--- src/rtl/jt89_pkg.sv ---
// Shared constants for the PSG volume decoder.
// Includes the amplitude table, the code thresholds and the FSM state encodings.
package jt89_pkg;

  localparam logic [8:0] VOL_AMP [0:15] = '{
    9'd511, 9'd406, 9'd322, 9'd256, 9'd162, 9'd128, 9'd102, 9'd81,
    9'd64,  9'd51,  9'd41,  9'd32,  9'd26,  9'd20,  9'd16,  9'd0
  };

  // Midpoints between neighbouring table entries; a tie resolves to the louder code
  localparam logic [8:0] VOL_THR [0:14] = '{
    9'd459, 9'd364, 9'd289, 9'd209, 9'd145, 9'd115, 9'd92, 9'd73,
    9'd58,  9'd46,  9'd37,  9'd29,  9'd23,  9'd18,  9'd8
  };

  localparam logic [1:0] IDLE = 2'd0;
  localparam logic [1:0] MEAS = 2'd1;
  localparam logic [1:0] LOCK = 2'd2;

endpackage

--- src/rtl/jt89_vol_map.sv ---
// Combinational amplitude -> 4-bit attenuation code (nearest table entry).
// The exact-match flag exists only when JT89_VOL_DEC_STRICT_EN is defined.
module jt89_vol_map (
  input  logic [8:0] amp,
  output logic [3:0] code
`ifdef JT89_VOL_DEC_STRICT_EN
  , output logic     exact
`endif
);
  import jt89_pkg::*;

  logic [14:0] ge;

  generate
    for (genvar gi = 0; gi < 15; gi++) begin : g_thr
      assign ge[gi] = amp >= VOL_THR[gi];
    end
  endgenerate

  // Thresholds descend, so the lowest set index is the loudest matching code
  always_comb begin
    code = 4'd15;
    for (int k = 14; k >= 0; k--) begin
      if (ge[k]) code = 4'(k);
    end
  end

`ifdef JT89_VOL_DEC_STRICT_EN
  assign exact = (code != 4'd15) && (amp == VOL_AMP[code]);
`endif

endmodule

--- src/rtl/jt89_vol_dec.sv ---
// Per-channel volume/period decoder tap for the PSG.
// Define JT89_VOL_DEC_STRICT_EN to enable the sticky amplitude-mismatch flag (err).
module jt89_vol_dec #(
  parameter int PW      = 11,
  parameter int TIMEOUT = 2**PW-1
) (
  input  logic          clk,
  input  logic          rst,
  input  logic          clk_en,
  input  logic [8:0]    snd,
  output logic          din_rec,
  output logic [3:0]    vol,
  output logic [PW-1:0] period,
  output logic          valid,
  output logic          upd,
  output logic          err
);
  import jt89_pkg::*;

  localparam logic [PW-1:0] CNT_MAX = {PW{1'b1}};
  localparam logic [PW-1:0] TO      = PW'(TIMEOUT);

  logic          d;
  logic          rise;
  logic [1:0]    state;
  logic [PW-1:0] cnt;
  logic [8:0]    peak;
  logic [3:0]    peak_code;

  assign d    = |snd;
  assign rise = d & ~din_rec;

`ifdef JT89_VOL_DEC_STRICT_EN
  logic       exact;
  logic [8:0] snd_prev;

  jt89_vol_map u_map (
    .amp   (peak),
    .code  (peak_code),
    .exact (exact)
  );

  always_ff @(posedge clk) begin
    if (rst) begin
      err      <= 1'b0;
      snd_prev <= 9'd0;
    end else if (clk_en) begin
      snd_prev <= snd;
      // Off-table peak at a measured edge, or a level change inside one high phase
      if ((state != IDLE && rise && !exact) || (d && din_rec && snd != snd_prev))
        err <= 1'b1;
    end
  end
`else
  jt89_vol_map u_map (
    .amp  (peak),
    .code (peak_code)
  );

  assign err = 1'b0;
`endif

  always_ff @(posedge clk) begin
    if (rst) begin
      din_rec <= 1'b0;
      vol     <= 4'd15;
      period  <= '0;
      valid   <= 1'b0;
      upd     <= 1'b0;
      cnt     <= '0;
      peak    <= 9'd0;
      state   <= IDLE;
    end else begin
      upd <= 1'b0;
      if (clk_en) begin
        din_rec <= d;
        if (rise) begin
          cnt  <= {{(PW-1){1'b0}}, 1'b1};
          peak <= snd;
        end else begin
          cnt  <= (cnt == CNT_MAX) ? cnt : cnt + 1'b1;
          peak <= (snd > peak) ? snd : peak;
        end

        case (state)
          IDLE: if (rise) state <= MEAS;
          MEAS, LOCK: begin
            // cnt and peak still describe the period that this edge closes
            if (rise) begin
              state  <= LOCK;
              period <= cnt;
              vol    <= peak_code;
              upd    <= 1'b1;
              valid  <= 1'b1;
            end else if (cnt >= TO) begin
              state  <= IDLE;
              vol    <= 4'd15;
              period <= '0;
              valid  <= 1'b0;
            end
          end
          default: state <= IDLE;
        endcase
      end
    end
  end

endmodule
--- config.mk ---
export PLATFORM = sky130hd
export DESIGN_NAME = jt89_vol_dec
export DESIGN_NICKNAME = d
export VERILOG_FILES = /design/src/rtl/jt89_pkg.sv /design/src/rtl/jt89_vol_map.sv /design/src/rtl/jt89_vol_dec.sv
export SDC_FILE = /design/constraint.sdc
export NUM_CORES = 1
export LEC_CHECK = 0
export CAP_MARGIN = 0
export CORE_MARGIN = 2
export CORE_UTILIZATION = 47
export DETAILED_ROUTE_END_ITERATION = 7
export HOLD_SLACK_MARGIN = 0.1
export PLACE_DENSITY = 0.77
export SYNTH_ARGS = -nofsm -noshare
export SYNTH_HDL_FRONTEND = slang
export SYNTH_SLANG_ARGS = --single-unit
--- constraint.sdc ---
create_clock -name clk -period 4.65 [get_ports clk]
set_input_delay 0.6975 -clock clk [delete_from_list [all_inputs] [get_ports clk]]
set_output_delay 0.6975 -clock clk [all_outputs]
set_load 0.03 [all_outputs]
After elaboration in Yosys (flattened, before gate mapping)
Index checks and enable logic that the tools add are counted.
W data, S select, Z words.
{ "totals": {"memories": 0, "ram_bits": 0, "mem_bits_ro": 0, "ff_bits": 40, "elab_cells": 76, "latch_bits": 0, "in_bits": 12} }
{ "op_classes": {"div_mod_pow": 0, "eq_ne": 6, "bitwise_logic": 4, "n_reduce_logical": 10, "n_mux": 30, "addsub": 1, "shift": 0, "multipliers": 0, "magnitude_cmp": 17} }
{ "ops": {"columns": ["op", "n"], "rows": [
  ["$mux W11", 4],
  ["$mux W4", 10],
  ["$ge A9 B5 Y1 const B", 3],
  ["$ge A9 B6 Y1 const B", 3],
  ["$ge A9 B7 Y1 const B", 3],
  ["$ge A9 B9 Y1 const B", 3],
  ["$ge A9 B8 Y1 const B", 2],
  ["$mux W9", 2],
  ["$mux W3", 4],
  ["$add A11 B1 Y11 const B", 1],
  ["$eq A11 B11 Y1 const B", 1],
  ["$ge A11 B11 Y1 const B", 1],
  ["$mux W2", 5],
  ["$ge A9 B4 Y1 const B", 1],
  ["$gt A9 B9 Y1", 1],
  ["$reduce_or A9 Y1", 1],
  ["$reduce_and A3 Y1", 2],
  ["$mux W1", 4],
  ["$ne A2 B2 Y1 const B", 2],
  ["$pmux W2 S2", 1],
  ["$reduce_and A2 Y1", 2],
  ["$reduce_bool A2 Y1", 2],
  ["$ne A3 B3 Y1 const B", 1],
  ["$not A1 Y1", 3],
  ["6 further kinds", 6]
]} }

Logic depth before layout (Yosys ltp)
Gate-level depths: netlist (run 1).
{ "depth": {"depth_word": 17, "ltp_mapped": 10, "ltp_nobuf": 8} }

Modules after synthesis
Synthesis (run 1) repeated with hierarchy kept, for this count alone.
{ "unflattened": {"hier_cells": 306, "area_unflattened_um2": 2583.7} }
{ "by_module_without_submodules": {"columns": ["module", "instances", "area_each_um2", "cells_each"], "rows": [
  ["jt89_vol_dec", 1, 2123.3, 236],
  ["jt89_vol_map", 1, 460.4, 70]
]} }

Worst setup path after synthesis (run 1)
Ideal clock, no wire load.
{ "synth_timing": {"path_kind": "input to register", "startpoint": "input port snd[2]", "endpoint": "register peak[0]", "cell_stages": 8, "n_path_buf": 1, "t_required_ns": 4.578, "arrival_time_ns": 1.974, "slack_ns": 2.604, "path_cell_list": "ha_1 o21ai_0 a21oi_1 nor4_1 o21ai_0 a31oi_1 buf_2 mux2i_1"} }
{ "synth_between": {"elab_chain_cells": 4} }
{ "synth_lines": {"columns": ["item", "line_no", "rtl"], "rows": [
  ["from (decl)", "jt89_vol_dec.sv:10", "input logic [8:0] snd,"],
  ["branches (longest 4 deep; another with $gt A9 B9 Y1)", null, null],
  ["to (signal assigned)", "jt89_vol_dec.sv:79", "peak <= snd;"],
  ["to (signal assigned)", "jt89_vol_dec.sv:82", "peak <= (snd > peak) ? snd : peak;"],
  ["to (decl)", "jt89_vol_dec.sv:27", "logic [8:0] peak;"]
]} }
Parallel ways; which one is timed is not known.
A chain may end at the register's enable or synchronous reset.

Final worst setup path (run 1)
{ "layout_timing": {"startpoint": "input port snd[2]", "endpoint": "register peak[5]"} }
The elaborated chain is that of the path after synthesis.

==> results of run 1 <==
-- how the worst min path moves through the flow --
| stage | start | endpoint | slack (ns) | cells after the start |
|---|---|---|---|---|
| after detailed placement | valid | valid | 0.43 | 2 |
| after floorplan | state[1] | state[1] | 0.45 | 2 |
| after global placement | valid | valid | 0.45 | 2 |
| final | valid | valid | 0.44 | 2 |
| after CTS | valid | valid | 0.45 | 2 |
| after global routing | valid | valid | 0.46 | 2 |
-- registers in the layout, indices dropped and copies added (netlist names) --
signal and flops:
vol 4, peak 9, valid 1, upd 1, period 11, state 2
cnt 11, din_rec 1
-- logic make-up after synthesis --
kind of cell	share of synthesized area
and+or+nand+nor	0.194
AOI/OAI and AO/OA	0.227
DFF	0.373
buffers and inverters	0.0612
adders and majority gates	0.0641
muxes	0.0466
xor gates and xnor gates	0.0327
other	0.00175
-- metal layers --
layer | up-vias | GRT usage
li1 | 936 | -
met2 | 50 | 0.291
met3 | 5 | 0.0436
met1 | 868 | 0.287
met4 | 0 | 0.0818
met5 | - | 0
-- critical path, stage by stage --
cell                              delay [ns]
sky130_fd_sc_hd__clkdlybuf4s50_1        0.46
sky130_fd_sc_hd__ha_1                   0.32
sky130_fd_sc_hd__o21ai_0                0.18
sky130_fd_sc_hd__a21oi_1                0.06
sky130_fd_sc_hd__nor4_1                 0.15
sky130_fd_sc_hd__o21ai_0                0.12
sky130_fd_sc_hd__a31oi_1                0.51
sky130_fd_sc_hd__buf_4                  0.28
sky130_fd_sc_hd__mux2i_1                0.19
-- layout make-up --
cell class                 instances  area, µm²  share of cell area
clock inverter                     2       15.0             0.00594
sequential                        40        801               0.317
clock buffer                       6       82.6              0.0327
multi-input combinational        176       1210               0.480
inverter                          14       52.6              0.0208
timing repair buffer              30        298               0.118
tap                               52       65.1              0.0257
-- layout by cell type, fill, tap and decap left out, types with 2 or more instances in the layout --
cell type	instances
sky130_fd_sc_hd__a22o_1	11
sky130_fd_sc_hd__o211ai_1	4
sky130_fd_sc_hd__mux2i_1	10
sky130_fd_sc_hd__o21ai_0	8
sky130_fd_sc_hd__dfxtp_1	40
sky130_fd_sc_hd__xor2_1	7
sky130_fd_sc_hd__clkinvlp_4	2
sky130_fd_sc_hd__nor2_1	19
sky130_fd_sc_hd__o31ai_1	5
sky130_fd_sc_hd__nor3_1	6
sky130_fd_sc_hd__and3_1	3
sky130_fd_sc_hd__nand2b_1	18
sky130_fd_sc_hd__nor4_1	3
sky130_fd_sc_hd__nand3_1	2
sky130_fd_sc_hd__a21o_1	2
sky130_fd_sc_hd__clkbuf_8	6
sky130_fd_sc_hd__or2b_1	2
sky130_fd_sc_hd__nand2_1	12
sky130_fd_sc_hd__o32a_1	2
sky130_fd_sc_hd__inv_1	14
sky130_fd_sc_hd__clkdlybuf4s50_1	29
sky130_fd_sc_hd__a311oi_1	2
sky130_fd_sc_hd__nand4b_1	2
sky130_fd_sc_hd__and2_1	2
sky130_fd_sc_hd__o22ai_1	2
sky130_fd_sc_hd__ha_1	11
sky130_fd_sc_hd__a211oi_1	7
sky130_fd_sc_hd__a21oi_1	12
sky130_fd_sc_hd__a31oi_1	6
sky130_fd_sc_hd__nand4_1	6
-- power breakdown --
group / leakage [nW] / internal, mW / switching (mW)
clock: 0.0434 / 0.120 / 0.125
sequential: 0.326 / 0.356 / 0.0250
combinational: 0.595 / 0.0662 / 0.0803
-- through the flow --
step                hold slack [ns]  setup WS [ns]
global route                  0.460           1.74
global placement              0.448           1.69
detailed placement            0.434           1.67
CTS                           0.446           1.98
finish                        0.441           1.92
floorplan                     0.449           2.60
==> impl_summary.txt, run 1 <==
----------------------------------------------------
[Run]
  Max-cap violation count ... 0

[Clock tree]
  Clock tree root buffer cell ... sky130_fd_sc_hd__clkbuf_8
  Clk buf depth ... 2
  Hold-fix buffers, CTS ... 0
  Clock sink count ... 40
  CTS tree ... built
  Inserted Clock Buffers ... 5
  Clock slew at the register clock pins of the worst setup and hold paths ... ~0.080 ns
  Clock insertion delay at the later pin of the skew report ... approximately 0.30 ns
  CTS-repair resized insts ... 0
  Number of H-tree levels ... 2
  Post-CTS setup buffer count ... 0

[STA]
  Max-slew violation count ... 0
  Worst clock skew ... roughly 0.012 ns
  Endpoints failing setup ... 0
  Slew @ Worst Pin ... 0.809 ns
  Final Cycle Share ... 0.588
  Min cycle time layout ... ~2.7 ns
  Unrepaired setup endpoints after global routing ... false
  Total negative slack ... 0 ns
  Final hold violations ... 0
  Slew Limit Headroom ... 0.459
  Highest attainable clock frequency ... 366 MHz

[Synth]
  Most area-hungry cell type in the Yosys netlist ... sky130_fd_sc_hd__dfxtp_1
  Most frequently used cell type in the post-synthesis netlist ... sky130_fd_sc_hd__dfxtp_1
  Syn. warnings ... 0
  Synth area leaders ... sky130_fd_sc_hd__dfxtp_1 37%, sky130_fd_sc_hd__ha_1 6.4%, sky130_fd_sc_hd__nand2b_1 5.2%
  Part of the Yosys area used for sequential elements ... 0.373
  Syn_nets ... between 200 and 300
  Post-synthesis cell count ... 246
  Cell variety after synth ... 43
  Post-synth design cell area ... about 2100 µm²
  Number of synthesized register bits ... 40
  Synth top area share ... 0.373
  Commonest cells in the synthesized netlist ... 40 x sky130_fd_sc_hd__dfxtp_1, 19 x sky130_fd_sc_hd__nor2_1, 18 x sky130_fd_sc_hd__nand2b_1
  Dominant register cell in the synthesized netlist ... sky130_fd_sc_hd__dfxtp_1
  Fraction of synthesis flops using an asynchronous set or reset pin ... 0
  Post-Synthesis Mean Instance Area ... 8.72 µm²
  Number of enable-type register cells in the synthesized netlist ... 0

[Routing]
  Initial DRC count ... between 100 and 150
  Detailed-routing wirelength on met1 ... roughly 2.3 mm
  Post-route DRC violation count ... 0
  Met2 wire len ... 2.06 mm
  Met3 Wirelength ... between 200 and 300 µm
  Total via count in the routed design ... roughly 1,900
  Routed wire length ... ~4.7 mm
  Highest routed layer ... met4
  Average vias per placed instance ... around 5.8
  DRT antenna net count ... 0
  Number of detailed-routing iterations run before antenna repair ... 4
  Detailed-route wire length per cell ... 14.6 µm

[Finish]
  # fillers ... approximately 410
  Final cell area excluding filler cells ... ~2500 µm²
  Share of post-route cells with drive strength above 1 ... 0.0522
  Final std cells w/o fill ... 320
  Signed area change from the synthesized netlist to the final layout ... 17.8%
  Number of nets at the end of the flow ... 290
  Util after Layout ... 0.576
  Count of antenna diodes in the layout ... 0

[Floorplanning]
  Die height ... roughly 72 µm
  Area of the placeable core ... around 4400 µm²
  Std cell rows ... 24
  Die outline area ... 5120 µm²
  Initial core utilization ... 0.489
  Width of the chip ... ~72 µm
  Count of boundary I/O pins ... 31

[Pwr]
  Max VDD drop ... roughly 0.19 mV
  Leakage ... roughly 0.96 nW
  P per Cell Area ... approximately 310 nW/µm²
  Pwr Total ... about 0.77 mW

[Worst setup path]
  Worst R2R Setup Slack ... 2.05 ns
  Depth of the worst register-to-register path ... 9
  Worst setup path startpoint ... snd[2]
  Max FO, Critical Path ... 6
  Worst flop-to-flop path startpoint ... peak[2]
  Worst setup EP type ... register
  Worst EP required ... 4.88 ns
  Worst flop-to-flop path endpoint ... peak[5]
  Capture point of the worst path ... peak[5]
  CP Class ... in2reg
  Data arrival time of the critical path ... 2.97 ns
  Category of the worst setup path launch point ... input pin

[Global routing]
  Pin count of the biggest net entering global routing ... 29
  Overall fraction of global-route tracks in use ... 0.200
  Vias in the first global route ... 1,677
  Congestion Overflow GR ... 0
  Number of antenna violations at the first check in global routing ... 0
  Wire length of the first global-routing pass ... between 8 and 9 mm

[Run status]
  Result of the run ... completed

[Placed design]
  Post-placement cell area ... between 2000 and 2500 µm²
  Detailed placement HPWL ... approximately 3.5 mm
  Final RePlAce weighted congestion ... 0.849
  Number of cells after detailed placement ... about 310
  Count of input and output buffers ... 29

[Worst hold path]
  Class of the most critical hold timing path ... reg2reg

----------------------------------------------------
Power figures use the tool's default switching activity.
==> run 2, diff against run 1 <==
==> constraint.sdc (replaced) <==
create_clock -name clk -period 2.7 [get_ports clk]
set_input_delay 0.405 -clock clk [delete_from_list [all_inputs] [get_ports clk]]
set_output_delay 0.405 -clock clk [all_outputs]
set_load 0.03 [all_outputs]
==> run 2 against run 1 <==
Largest power group unchanged. Global-route usage increased by 0.22 points. Clock skew shrank 0.0082 ns. Via count is 0.54% higher. Final cell count up 1.6%. Combinational power up 84%. Sequential cell count is the same. Setup slack worse by 1.4 ns. First-iteration DRC count is 50% higher. Die area is the same. Hold slack better by 0.0033 ns. Sequential share of layout area shrank 0.75 points. Clock power rose by 110%.
==> impl_summary.txt, run 2 (synthesis results as in run 1) <==
----------------------------------------------------
[STA]
  Unrepaired setup endpoints after global routing ... false
  Highest attainable clock frequency ... ~450 MHz
  Max-slew violation count ... 0
  Final Cycle Share ... 0.823
  Total negative slack ... 0 ns
  Slew Limit Headroom ... 0.653
  Final hold violations ... 0
  Worst clock skew ... 0.00348 ns
  Post-route setup slack ... 0.477 ns
  Endpoints failing setup ... 0
  Min cycle time layout ... 2.22 ns
  Slew @ Worst Pin ... ~0.52 ns

[Clock tree]
  Inserted Clock Buffers ... 5
  Clock sink count ... 40
  Clock tree root buffer cell ... sky130_fd_sc_hd__clkbuf_8
  Clock insertion delay at the later pin of the skew report ... ~0.29 ns
  Clock slew at the register clock pins of the worst setup and hold paths ... about 0.080 ns
  Hold-fix buffers, CTS ... 0
  CTS-repair resized insts ... 0
  Clk buf depth ... 2
  Post-CTS setup buffer count ... 0
  CTS tree ... built
  Number of H-tree levels ... 2

[Worst setup path]
  Kind of cell with the highest combined delay on the critical path ... buffers and inverters
  Critical-path cell with the highest stage delay ... sky130_fd_sc_hd__clkdlybuf4s50_1
  Cells along the critical path ... clkdlybuf4s50_1 > nor4_1 > a31o_2 > nor3_1 > nand2_1 > inv_1 > a22o_1
  Category of the worst setup path launch point ... input pin
  Data arrival time of the critical path ... between 2 and 2.5 ns
  Worst setup EP type ... register
  CP Class ... in2reg
  Max FO, Critical Path ... 13
  Worst EP required ... between 2 and 3 ns
  Max stage delay on crit path ... 0.45 ns
  Sum of buffers and inverters on the critical path ... 2

[Worst hold path]
  Class of the most critical hold timing path ... reg2reg

[Finish]
  Most frequent cells in the layout ... 40 x sky130_fd_sc_hd__dfxtp_1, 29 x sky130_fd_sc_hd__clkdlybuf4s50_1, 19 x sky130_fd_sc_hd__nor2_1
  Count of antenna diodes in the layout ... 0
  Number of nets at the end of the flow ... roughly 300
  Final std cells w/o fill ... between 300 and 400
  Signed area change from the synthesized netlist to the final layout ... 20.6%
  Share of post-route cells with drive strength above 1 ... 0.0696
  Commonest non-fill, non-tap cell in the layout ... sky130_fd_sc_hd__dfxtp_1
  Top flop regs ... cnt x11, period x11, peak x9

[Routing]
  DRT antenna net count ... 0
  Post-route DRC violation count ... 0
  Routed wire length ... between 4 and 5 mm
  Met3 Wirelength ... 264 µm
  Detailed-route wire length per cell ... 14.9 µm
  Highest routed layer ... met4
  Average vias per placed instance ... between 5 and 6
  Initial DRC count ... approximately 190
  Total via count in the routed design ... ~1,900
  Met2 wire len ... 2.20 mm
  Number of detailed-routing iterations run before antenna repair ... 4
  Detailed-routing wirelength on met1 ... roughly 2.3 mm

[Global routing]
  Congestion Overflow GR ... 0
  Wire length of the first global-routing pass ... 8.28 mm
  Number of antenna violations at the first check in global routing ... 0
  Overall fraction of global-route tracks in use ... 0.202
  Pin count of the biggest net entering global routing ... 28
  Vias in the first global route ... 1,757

[Pwr]
  Switching Share ... 0.274
  Max VDD drop ... 0.303 mV
  Power share of the clock group ... 0.356
  Pwr Total ... ~1.4 mW
  Leakage ... roughly 1.0 nW
  P per Cell Area ... around 550 nW/µm²
  Internal power ... around 1.0 mW
  Logic pwr share ... 0.190
  Total net switching power ... roughly 0.39 mW
  Sequential power share ... 0.454

[Run status]
  Result of the run ... completed

[Floorplanning]
  Width of the chip ... 71.6 µm
  Count of boundary I/O pins ... 31
  Initial core utilization ... 0.489
  Area of the placeable core ... 4380 µm²
  Std cell rows ... 24
  Die outline area ... roughly 5100 µm²
  Die height ... 71.6 µm

[Placed design]
  Post-place setup slack ... 0.194 ns
  Detailed placement HPWL ... between 3 and 4 mm
  Number of cells after detailed placement ... around 320
  Final RePlAce weighted congestion ... around 0.89
  Count of input and output buffers ... 29

[Run]
  Max-cap violation count ... 0

----------------------------------------------------
==> run 2: cell types whose count changed in the layout (fill, tap and decap cells not counted), sizes merged <==
cell | previous run | this run
clkinv | 0 | 1
buf | 1 | 6
clkinvlp | 2 | 0
bufinv | 0 | 1
==> run 2: cell type report <==
cell class                      count  area (µm²)
Clock buffer                        6        82.6
Sequential cell                    40         801
Multi-Input combinational cell    176        1210
Tap cell                           52        65.1
Fill cell                         370        1800
Timing Repair Buffer               35         335
Inverter                           14        52.6
Clock inverter                      2        38.8
==> run 2: stage by stage <==
stage               hold slack (ns)  area, µm²  utilization
detailed placement            0.443       2470        0.563
CTS                           0.453       2590        0.590
floorplan                     0.449       2150            -
finish                        0.444       2590        0.590
global route                  0.469       2590        0.590
global placement              0.432       2470        0.563
==> run 2: worst register-to-register path, stage by stage, from the launching register on <==
cell and delay, ns:
sky130_fd_sc_hd__dfxtp_1 0.54, sky130_fd_sc_hd__inv_1 0.19, sky130_fd_sc_hd__ha_1 0.32, sky130_fd_sc_hd__o21ai_0 0.09, sky130_fd_sc_hd__a21oi_1 0.07, sky130_fd_sc_hd__nor4_1 0.17, sky130_fd_sc_hd__o21ai_0 0.12, sky130_fd_sc_hd__a31oi_1 0.23
sky130_fd_sc_hd__buf_4 0.21, sky130_fd_sc_hd__mux2i_1 0.19
==> run 2: final timing paths <==
check | from | endpoint | slack [ns] | cells after the start
setup reg to reg | peak[3] | peak[7] | 0.50 | 9
hold / removal | valid | valid | 0.44 | 2
setup / recovery | snd[4] | period[2] | 0.48 | 7
hold reg to reg | valid | valid | 0.44 | 2
==> run 2: layer usage <==
metal / GRT usage / vias to the layer above
met2: 0.317 / 56
met3: 0.0506 / 6
met1: 0.274 / 854
li1: - / 953
met4: 0.0650 / 0
met5: 0 / -
==> run 2: power by group through the flow <==
stage          clock network [mW]  registers, mW  logic (mW)
6_report                    0.509          0.650       0.271
5_1_grt                     0.545          0.654       0.300
4_1_cts                     0.522          0.648       0.270
3_5_place_dp                    0          0.662       0.268
3_3_place_gp                    0          0.663       0.263
2_1_floorplan                   0          0.653       0.196
==> run 3, diff against run 2 <==
--- a/config.mk
+++ b/config.mk
@@ -10,7 +10,7 @@
 export CORE_UTILIZATION = 47
 export DETAILED_ROUTE_END_ITERATION = 7
 export HOLD_SLACK_MARGIN = 0.1
-export PLACE_DENSITY = 0.77
+export PLACE_DENSITY = 0.79
 export SYNTH_ARGS = -nofsm -noshare
 export SYNTH_HDL_FRONTEND = slang
 export SYNTH_SLANG_ARGS = --single-unit
==> constraint.sdc (replaced) <==
create_clock -name clk -period 1.9 [get_ports clk]
set_input_delay 0.285 -clock clk [delete_from_list [all_inputs] [get_ports clk]]
set_output_delay 0.285 -clock clk [all_outputs]
set_load 0.03 [all_outputs]
==> run 3 against run 2 <==
Wire length rose by 23%. First-iteration DRC count fell by 6.9%. Setup slack got worse by 0.44 ns. Sequential power rose by 38%. Clock skew barely moved. Die area did not move. Final area rose by 15%. Utilization rose by 8.9 points. Register-to-register slack got worse by 0.46 ns. Combinational power rose by 110%. Sequential share of layout area fell by 3.9 points. Critical path type unchanged. Largest cell class unchanged. Largest power group unchanged. Highest routed layer unchanged.
==> impl_summary.txt, run 3 (synthesis results as in run 1) <==
----------------------------------------------------
[Routing]
  Number of detailed-routing iterations run before antenna repair ... 5
  Total via count in the routed design ... roughly 2,200
  Average vias per placed instance ... between 5 and 6
  Detailed-route wire length per cell ... between 15 and 20 µm
  Post-route DRC violation count ... 0
  Routed wire length ... slightly below 6 mm
  DRT antenna net count ... 0
  Initial DRC count ... around 180

[Worst setup path]
  Depth of the worst register-to-register path ... 8
  Cells along the critical path ... clkdlybuf4s50_1 > buf_4 > ha_4 > a211oi_2 > o21ai_1 > a31oi_2 > buf_6 > mux2i_2
  Category of the worst setup path launch point ... input pin
  Worst EP required ... approximately 2.1 ns
  Kind of cell with the highest combined delay on the critical path ... buffers and inverters
  Worst flop-to-flop path startpoint ... peak[4]
  Critical-path cell with the highest stage delay ... sky130_fd_sc_hd__clkdlybuf4s50_1
  Worst R2R Setup Slack ... roughly 0.04 ns
  Worst setup EP type ... register
  CP Class ... in2reg
  Max stage delay on crit path ... between 0.5 and 0.6 ns
  Max FO, Critical Path ... 5
  Worst flop-to-flop path endpoint ... peak[6]
  Data arrival time of the critical path ... 2.08 ns
  Sum of buffers and inverters on the critical path ... 3

[Worst hold path]
  Class of the most critical hold timing path ... in2reg
  Number of stages on the worst hold path ... 3
  Hold Path End ... peak[0]
  Startpoint of the tightest hold check path ... snd[0]

[Clock tree]
  Clock insertion delay at the later pin of the skew report ... about 0.29 ns
  Inserted Clock Buffers ... 5
  Clock tree root buffer cell ... sky130_fd_sc_hd__clkbuf_8
  Clock slew at the register clock pins of the worst setup and hold paths ... 0.07 ns
  Hold-fix buffers, CTS ... 0
  CTS tree ... built
  Clk buf depth ... 2
  Clock sink count ... 40
  Number of H-tree levels ... 2

[Global routing]
  Vias in the first global route ... about 2,000
  Number of antenna violations at the first check in global routing ... 0
  Wire length of the first global-routing pass ... about 9.4 mm
  Congestion Overflow GR ... 0
  Overall fraction of global-route tracks in use ... 0.233
  Pin count of the biggest net entering global routing ... 28

[Finish]
  Util after Layout ... 0.679
  Count of antenna diodes in the layout ... 0
  # fillers ... 318
  Number of nets at the end of the flow ... 330
  Final cell area excluding filler cells ... a little under 3000 µm²
  Most frequent cells in the layout ... 39 x sky130_fd_sc_hd__buf_4, 37 x sky130_fd_sc_hd__dfxtp_1, 22 x sky130_fd_sc_hd__clkdlybuf4s50_1
  Top flop regs ... cnt x11, period x11, peak x9
  Share of post-route cells with drive strength above 1 ... 0.257
  Signed area change from the synthesized netlist to the final layout ... 38.8%
  Final std cells w/o fill ... ~360
  Commonest non-fill, non-tap cell in the layout ... sky130_fd_sc_hd__buf_4

[STA]
  Post-route setup slack ... approximately 0.033 ns
  Final hold violations ... 0
  Highest attainable clock frequency ... between 500 and 600 MHz
  Slew Limit Headroom ... 0.670
  Final Cycle Share ... 0.983
  Endpoints failing setup ... 0
  Unrepaired setup endpoints after global routing ... true
  Min cycle time layout ... about 1.9 ns
  Worst hold margin ... around 0.42 ns
  Slew @ Worst Pin ... roughly 0.49 ns
  Worst clock skew ... 0.00373 ns
  Max-slew violation count ... 0

[Placed design]
  Final RePlAce weighted congestion ... 0.951
  Count of input and output buffers ... 29
  Detailed placement HPWL ... between 3 and 4 mm
  Number of cells after detailed placement ... ~350
  Post-place setup slack ... -0.418 ns
  Post-placement cell area ... 2680 µm²

[Pwr]
  P per Cell Area ... approximately 680 nW/µm²
  Max VDD drop ... approximately 0.48 mV
  Leakage ... approximately 1.2 nW

[Floorplanning]
  Die height ... approximately 72 µm
  Std cell rows ... 24
  Die outline area ... about 5100 µm²
  Initial core utilization ... 0.489
  Width of the chip ... 71.6 µm
  Count of boundary I/O pins ... 31
  Area of the placeable core ... 4380 µm²

[Run]
  Max-cap violation count ... 0

[Run status]
  Result of the run ... completed

----------------------------------------------------
==> run 3: cell types whose count changed in the layout (fill, tap and decap cells not counted), sizes merged <==
cell,previous run,this run
buf,6,40
clkdlybuf4s50,29,22
dlygate4sd2,0,5
clkinvlp,0,3
dlymetal6s2s,0,2
bufinv,1,0
clkbuf,6,5
inv,14,13
==> run 3: worst max-delay path by stage <==
| stage | slack, ns | cells after the start | from | endpoint |
|---|---|---|---|---|
| 6_report | 0.03 | 8 | snd[7] | peak[6] |
| 5_1_grt | -0.03 | 8 | peak[4] | peak[6] |
| 4_1_cts | -0.03 | 9 | peak[2] | peak[1] |
| 3_5_place_dp | -0.42 | 9 | snd[2] | peak[1] |
| 3_3_place_gp | -0.36 | 9 | snd[2] | peak[6] |
| 2_1_floorplan | 0.05 | 9 | peak[4] | peak[0] |
==> run 3: timing repair <==
action	4_1_cts	5_1_grt
gates resized for setup	22	22
buffers inserted	5	0
endpoints found under the setup margin	9	27
cloned	1	1
pin swaps	8	10
==> run 3: per-stage QoR <==
step	TNS (ns)	power [mW]
after CTS	-0.0402	1.97
final	0	2.01
after detailed placement	-9.58	1.39
after floorplan	0	1.21
after global placement	-8.24	1.37
after global routing	-0.0445	2.10
==> run 3: area by class of cell <==
cell class	instances	area (µm²)	area share
Clock inverter	2	12.5	0.00420
Sequential cell	40	805	0.270
Multi-Input combinational cell	176	1370	0.459
Tap cell	52	65.1	0.0218
Inverter	14	58.8	0.0197
Timing Repair Buffer	69	593	0.199
Timing Repair inverter	1	7.51	0.00252
Clock buffer	5	68.8	0.0231
==> run 3: per-layer routing <==
layer | track usage | routed length (µm)
met2 | 0.382 | 2780
met3 | 0.0506 | 419
met1 | 0.311 | 2590
met5 | 0 | 0
met4 | 0.0692 | 135
==> run 3: tightest hold or removal path: stages <==
cell and delay [ns]:
sky130_fd_sc_hd__dlygate4sd2_1 0.26, sky130_fd_sc_hd__nand2b_1 0.07, sky130_fd_sc_hd__mux2i_1 0.06
==> run 3: power by group <==
group	internal (mW)	switching [mW]
clock network	0.248	0.291
registers	0.873	0.0221
logic	0.272	0.307
